==> src/rtl/alu_regfile_pkg.sv <==
// alu_regfile_pkg: widths, register-0 constant and ALU op encodings shared by the register file and the ALU
package alu_regfile_pkg;
    localparam int DEF_DATA_W = 32;
    localparam int DEF_ADDR_W = 5;
    localparam int ZERO_REG   = 0;
    typedef enum logic [3:0] {
        OP_AND = 4'd0,
        OP_OR  = 4'd1,
        OP_ADD = 4'd2,
        OP_SUB = 4'd6,
        OP_SLT = 4'd7,
        OP_NOR = 4'd12
    } alu_op_e;
    // Reference ALU result for the operands this register file supplies.
    function automatic logic [DEF_DATA_W-1:0] alu_calc(alu_op_e op, logic [DEF_DATA_W-1:0] a, logic [DEF_DATA_W-1:0] b);
        return op == OP_AND ? a & b :
               op == OP_OR  ? a | b :
               op == OP_ADD ? a + b :
               op == OP_SUB ? a - b :
               op == OP_SLT ? {{(DEF_DATA_W-1){1'b0}}, $signed(a) < $signed(b)} :
               op == OP_NOR ? ~(a | b) : '0;
    endfunction
endpackage

==> src/rtl/alu_regfile_if.sv <==
// alu_regfile_if: read/write bus between the datapath (master) and the register file (slave)
//   Rd_en/Ard1/Ard2 read request, Wr_en/Awr/Din write, Dout1/Dout2/Rd_valid registered read result
interface alu_regfile_if
    import alu_regfile_pkg::*;
#(
    parameter int DATA_W = DEF_DATA_W,
    parameter int ADDR_W = DEF_ADDR_W
);
    logic              Rd_en;
    logic [ADDR_W-1:0] Ard1;
    logic [ADDR_W-1:0] Ard2;
    logic              Wr_en;
    logic [ADDR_W-1:0] Awr;
    logic [DATA_W-1:0] Din;
    logic [DATA_W-1:0] Dout1;
    logic [DATA_W-1:0] Dout2;
    logic              Rd_valid;
    modport master (output Rd_en, Ard1, Ard2, Wr_en, Awr, Din, input Dout1, Dout2, Rd_valid);
    modport slave  (input Rd_en, Ard1, Ard2, Wr_en, Awr, Din, output Dout1, Dout2, Rd_valid);
endinterface

==> src/rtl/alu_regfile_read_port.sv <==
// alu_regfile_read_port: one registered read port with register-0 forcing and optional write bypass
//   clk/rst_n clock and async active-low reset, rd_en_i/addr_i read request,
//   wr_en_i/awr_i/din_i same-edge write for bypass, mem_i storage array, dout_o registered data
module alu_regfile_read_port
    import alu_regfile_pkg::*;
#(
    parameter int DATA_W = DEF_DATA_W,
    parameter int ADDR_W = DEF_ADDR_W,
    parameter bit BYPASS = 1'b1
) (
    input  logic              clk,
    input  logic              rst_n,
    input  logic              rd_en_i,
    input  logic [ADDR_W-1:0] addr_i,
    input  logic              wr_en_i,
    input  logic [ADDR_W-1:0] awr_i,
    input  logic [DATA_W-1:0] din_i,
    input  logic [DATA_W-1:0] mem_i [2**ADDR_W],
    output logic [DATA_W-1:0] dout_o
);
    logic [DATA_W-1:0] dout_d, dout_q;
    logic              hit;
    // Register 0 is checked first so a same-edge write to it can never be forwarded.
    assign hit = BYPASS && wr_en_i && (awr_i == addr_i);
    always_comb dout_d = !rd_en_i ? dout_q :
                         (addr_i == ADDR_W'(ZERO_REG)) ? '0 :
                         hit ? din_i : mem_i[addr_i];
    always_ff @(posedge clk or negedge rst_n)
        if (!rst_n) dout_q <= '0;
        else        dout_q <= dout_d;
    assign dout_o = dout_q;
endmodule

==> src/rtl/alu_regfile.sv <==
// alu_regfile: 2R1W register file feeding ALU A/B with registered reads, write bypass and hardwired r0
//   clk/rst_n clock and async active-low reset; bus (slave) carries read/write requests and read data
module alu_regfile
    import alu_regfile_pkg::*;
#(
    parameter int DATA_W = DEF_DATA_W,
    parameter int ADDR_W = DEF_ADDR_W,
    parameter bit BYPASS = 1'b1
) (
    input logic         clk,
    input logic         rst_n,
    alu_regfile_if.slave bus
);
    logic [DATA_W-1:0] mem_q [2**ADDR_W];
    logic              rd_valid_q;
    always_ff @(posedge clk or negedge rst_n) begin
        if (!rst_n) begin
            for (int i = 0; i < 2**ADDR_W; i++) mem_q[i] <= '0;
            rd_valid_q <= 1'b0;
        end else begin
            rd_valid_q <= bus.Rd_en;
            if (bus.Wr_en && bus.Awr != ADDR_W'(ZERO_REG)) mem_q[bus.Awr] <= bus.Din;
        end
    end
    alu_regfile_read_port #(.DATA_W(DATA_W), .ADDR_W(ADDR_W), .BYPASS(BYPASS)) u_rp1 (
        .clk(clk), .rst_n(rst_n), .rd_en_i(bus.Rd_en), .addr_i(bus.Ard1),
        .wr_en_i(bus.Wr_en), .awr_i(bus.Awr), .din_i(bus.Din), .mem_i(mem_q), .dout_o(bus.Dout1)
    );
    alu_regfile_read_port #(.DATA_W(DATA_W), .ADDR_W(ADDR_W), .BYPASS(BYPASS)) u_rp2 (
        .clk(clk), .rst_n(rst_n), .rd_en_i(bus.Rd_en), .addr_i(bus.Ard2),
        .wr_en_i(bus.Wr_en), .awr_i(bus.Awr), .din_i(bus.Din), .mem_i(mem_q), .dout_o(bus.Dout2)
    );
    assign bus.Rd_valid = rd_valid_q;
endmodule

==> src/flat_wrapper.sv <==
// flat-port wrapper written by rule: the top's interface ports become plain ports
module alu_regfile_flat import alu_regfile_pkg::*;
#(
    parameter int DATA_W = DEF_DATA_W,
    parameter int ADDR_W = DEF_ADDR_W,
    parameter bit BYPASS = 1'b1
)
  (clk, rst_n, bus_Rd_en, bus_Ard1, bus_Ard2, bus_Wr_en, bus_Awr, bus_Din, bus_Dout1, bus_Dout2, bus_Rd_valid);
  alu_regfile_if #(.DATA_W(DATA_W), .ADDR_W(ADDR_W)) bus_i ();
  input logic clk;
  input logic rst_n;
  input wire logic [$bits(bus_i.Rd_en)-1:0] bus_Rd_en;
  input wire logic [$bits(bus_i.Ard1)-1:0] bus_Ard1;
  input wire logic [$bits(bus_i.Ard2)-1:0] bus_Ard2;
  input wire logic [$bits(bus_i.Wr_en)-1:0] bus_Wr_en;
  input wire logic [$bits(bus_i.Awr)-1:0] bus_Awr;
  input wire logic [$bits(bus_i.Din)-1:0] bus_Din;
  output wire logic [$bits(bus_i.Dout1)-1:0] bus_Dout1;
  output wire logic [$bits(bus_i.Dout2)-1:0] bus_Dout2;
  output wire logic [$bits(bus_i.Rd_valid)-1:0] bus_Rd_valid;
  assign bus_i.Rd_en = bus_Rd_en;
  assign bus_i.Ard1 = bus_Ard1;
  assign bus_i.Ard2 = bus_Ard2;
  assign bus_i.Wr_en = bus_Wr_en;
  assign bus_i.Awr = bus_Awr;
  assign bus_i.Din = bus_Din;
  assign bus_Dout1 = bus_i.Dout1;
  assign bus_Dout2 = bus_i.Dout2;
  assign bus_Rd_valid = bus_i.Rd_valid;
  alu_regfile #(.DATA_W(DATA_W), .ADDR_W(ADDR_W), .BYPASS(BYPASS)) u_core (.clk(clk), .rst_n(rst_n), .bus(bus_i));
endmodule
==> config.mk <==
export PLATFORM = sky130hd
export DESIGN_NAME = alu_regfile_flat
export DESIGN_NICKNAME = d
export VERILOG_FILES = /design/src/rtl/alu_regfile_pkg.sv /design/src/rtl/alu_regfile_if.sv /design/src/rtl/alu_regfile_read_port.sv /design/src/rtl/alu_regfile.sv /design/src/flat_wrapper.sv
export SDC_FILE = /design/constraint.sdc
export NUM_CORES = 2
export LEC_CHECK = 0
export BUFFER_PORTS_ARGS = -buffer_cell sky130_fd_sc_hd__buf_4
export CAP_MARGIN = 10
export CORE_ASPECT_RATIO = 1.5
export CORE_MARGIN = 3
export CORE_UTILIZATION = 40
export DETAILED_ROUTE_END_ITERATION = 12
export PLACE_DENSITY = 0.52
export SETUP_SLACK_MARGIN = 0.15
export SLEW_MARGIN = 10
export SYNTH_ARGS = -nofsm -noshare
export SYNTH_HDL_FRONTEND = slang
export SYNTH_SLANG_ARGS = --single-unit
==> constraint.sdc <==
create_clock -name clk -period 2 [get_ports clk]
set_clock_uncertainty 0.15 [all_clocks]
set_input_delay 0.4 -clock clk [delete_from_list [all_inputs] [get_ports clk]]
set_output_delay 0.4 -clock clk [all_outputs]
set_load 0.02 [all_outputs]
==> metrics.md <==
| Metric | Value |
|---|---|
| Number of synthesis warnings | `0` |
| Post-route ant nets | `0` |
| Core box area | `0.140 sq mm` |
| P_int | `48700 uW` |
| Sequential share of power | `0.439` |
| Clock-pin slew on the worst setup and hold paths | `0.06 ns` |
| Critical path type | `flop to output port` |
| Crit-path slowest cell | `dfrtp_2` |
| Multi-input logic area | `0.0295 sq mm` |
| Dominant register cell in the synthesized netlist | `dfrtp_1` |
| # DRC | `0` |
| Fmax | `518 MHz` |
| Final net count | `4320` |
| Net Sw Frac | `0.278` |
| Worst R2R Path Depth | `6` |
| First-pass GRT wire length | `294000 um` |
| Pre-antenna DRT Iters | `5` |
| Worst slew margin | `0.466` |
| Asr flop ratio synth | `1.00` |
| Setup Total Neg Slack | `0 ns` |
| Most common cell in the netlist | `dfrtp_1` |
| RSZ-0062 raised after global routing | `true` |
| MaxCap Viol Count | `0` |
| Vias/cell | `6.10` |
| Register area share after synthesis | `0.481` |
| DP HPWL | `138000 um` |
| Rows | `168` |
| Unique masters post-synth | `39` |
| Area of the mapped netlist | `0.0567 sq mm` |
| Num Clock Sinks | `1089` |
| CP max FO | `2` |
| Final hold vios | `0` |
| Critical Path End Type | `output port` |
| Slew Limit Fails | `0` |
| Number of port buffers | `115` |
| Tmin final | `1.93 ns` |
| Clock Tree Buf Depth | `3` |
| Post-synth EDFFs | `0` |
| CTS tree | `done` |
| Vias in the first global route | `40514` |
| Finished Layout Cells | `6239` |
| Gpl congestion | `0.839` |
| Post-synth top area share | `0.481` |
| CP top delay family | `flip-flops` |
| Crit path required time | `1.45 ns` |
| Fill count | `11967` |
| Tcrit/Tclk final | `0.966` |
| Die area | `0.146 sq mm` |
| Largest net degree at the start of global routing | `86` |
| DRT iter0 DRCs | `2578` |
| FF-to-FF Start | `u_core.mem_q[516]` |
| GRT Total Usage | `0.275` |
| Die Y | `467 um` |
| Pleak | `0.0315 uW` |
| Final Setup Violations | `0` |
| Mean Syn Cell Area | `14.7 sq um` |
| Clk pwr share | `0.334` |
| Initial core utilization | `0.404` |
| Synth Instances | `3864` |
| Avg WL per Cell | `32.2 um` |
| FF/Latch Area | `0.0273 sq mm` |
| Crit path arrival time | `1.38 ns` |
| Root Buffer | `clkbuf_16` |
| Critical-path cell list | `buf_6` |
| Yosys top cell by area | `dfrtp_1` |
| Setup crit start kind | `flop` |
| VDD IR max | `727 uV` |
| Worst reg2reg path endpoint | `u_core.u_rp1.dout_o[4]` |
| Largest cells by area after synthesis | `dfrtp_1, mux2_2, mux4_2, mux2i_1, a221oi_1` |
| Power per Cell Area | `943 mW/mm^2` |
| Status | `completed` |
| Combinational share of power | `0.227` |
| Net load switching power | `18800 uW` |
| Share of layout cells above drive strength 1 | `0.543` |
| Via count | `38053` |
| Final Util | `0.511` |
| TritonCTS Buffers | `113` |
| Most frequent cells after synthesis | `dfrtp_1, mux2_2, mux4_2` |
| Die X | `313 um` |
| Number of H-tree levels | `3` |
| DP Cell Count | `5976` |
| HP Class | `primary input to asynchronous set/reset pin` |
| CP peak stage delay | `0.48 ns` |
| Hold WS | `0.0485 ns` |
| Boundary Pins | `116` |
| Total Routed Length | `201000 um` |
| Post-synthesis net count | `3915` |
| Initial antenna violation count | `8` |
| Worst Max-Slew Pin Slew | `0.799 ns` |
| GR Overflow Total | `0` |
| R2r setup slk | `0.07 ns` |
| CP bufs+invs | `1` |
| Worst-skew pair later-pin latency | `0.74 ns` |
| P&R area growth vs syn | `26.3%` |
| Synth Register Bits | `1089` |
[timing repair]
item | in CTS | in global routing
hold buffers | 10 | 0
gates resized for setup | 112 | 102
endpoints found under the hold margin | 641 | 0
setup endpoints to repair | 101 | 121
cloned | 1 | 2
buffers inserted | 6 | 29
pin swaps | 13 | 88
[layout by cell type (no fill, tap or decap), types with 64 or more instances in the layout]
cell type / synthesis / final
a221oi_1: 192 / 143
nor2b_1: 68 / 64
mux2_2: 864 / 594
mux2_4: 0 / 278
mux4_2: 384 / 384
mux2_1: 128 / 120
dfrtp_1: 1089 / 1073
mux2i_1: 256 / 256
buf_12: 0 / 199
clkbuf_16: 0 / 121
a21oi_1: 96 / 72
buf_4: 24 / 439
buf_6: 10 / 78
[final cells by class]
class,instances,share of cell area
inverter,2,0.000105
timing repair buffer,737,0.119
tap,1870,0.0327
clock buffer,175,0.0486
multi-input combinational,2326,0.413
sequential,1089,0.381
antenna,2,0.0000699
clock inverter,38,0.00631
[power by group through the flow]
stage               sequential, uW  combinational (uW)  clock, uW
CTS                          29500               15000      23100
global placement             29700               14400          0
finish                       29600               15300      22500
global route                 30100               16400      23900
floorplan                    28800               10100          0
detailed placement           29800               14700          0
[how the worst max path moves through the flow]
stage	from	endpoint	slack, ns	depth (start not counted)
floorplan	bus_Ard2[0]	u_core.u_rp2.dout_o[29]	-0.16	7
global placement	bus_Ard2[0]	u_core.u_rp2.dout_o[5]	-0.78	8
detailed placement	bus_Ard2[0]	u_core.u_rp2.dout_o[16]	-0.78	8
CTS	u_core.u_rp1.dout_o[31]	bus_Dout1[31]	0.02	1
global route	u_core.mem_q[516]	u_core.u_rp1.dout_o[4]	-0.03	6
finish	u_core.u_rp1.dout_o[31]	bus_Dout1[31]	0.07	1
[per-stage QoR]
| step | cell area, sq um | total power (uW) | setup slack [ns] |
|---|---|---|---|
| final | 71600 | 67500 | 0.0680 |
| after global placement | 66300 | 44200 | -0.775 |
| after detailed placement | 66300 | 44500 | -0.780 |
| after global routing | 71600 | 70400 | -0.0252 |
| after floorplan | 58900 | 38900 | -0.163 |
| after CTS | 70800 | 67600 | 0.0157 |
[registers in the layout, summed over array words and instances (netlist names)]
signal and count:
u_core.bus.Rd_valid 1, u_core.mem_q 1024, u_core.u_rp1.dout_o 32, u_core.u_rp2.dout_o 32
[kinds of logic (layout without fill, tap and decap cells)]
logic type / after synthesis / in the layout / share of synthesized area
compound gates: 549 / 549 / 0.0748
xor+xnor: 10 / 10 / 0.00155
buf+inv: 449 / 952 / 0.0346
flops: 1089 / 1089 / 0.481
mux: 1632 / 1632 / 0.395
other cells: 0 / 2 / 0
simple gates: 135 / 135 / 0.0134
[routing by layer]
| layer | track usage | routed length [um] | vias up |
|---|---|---|---|
| li1 | - | - | 15915 |
| met1 | 0.354 | 82900 | 20773 |
| met2 | 0.478 | 102000 | 1025 |
| met3 | 0.0344 | 8560 | 334 |
| met4 | 0.0961 | 7460 | 6 |
| met5 | 0 | 30 | - |
No activity file was read; power rests on OpenSTA's default activity.
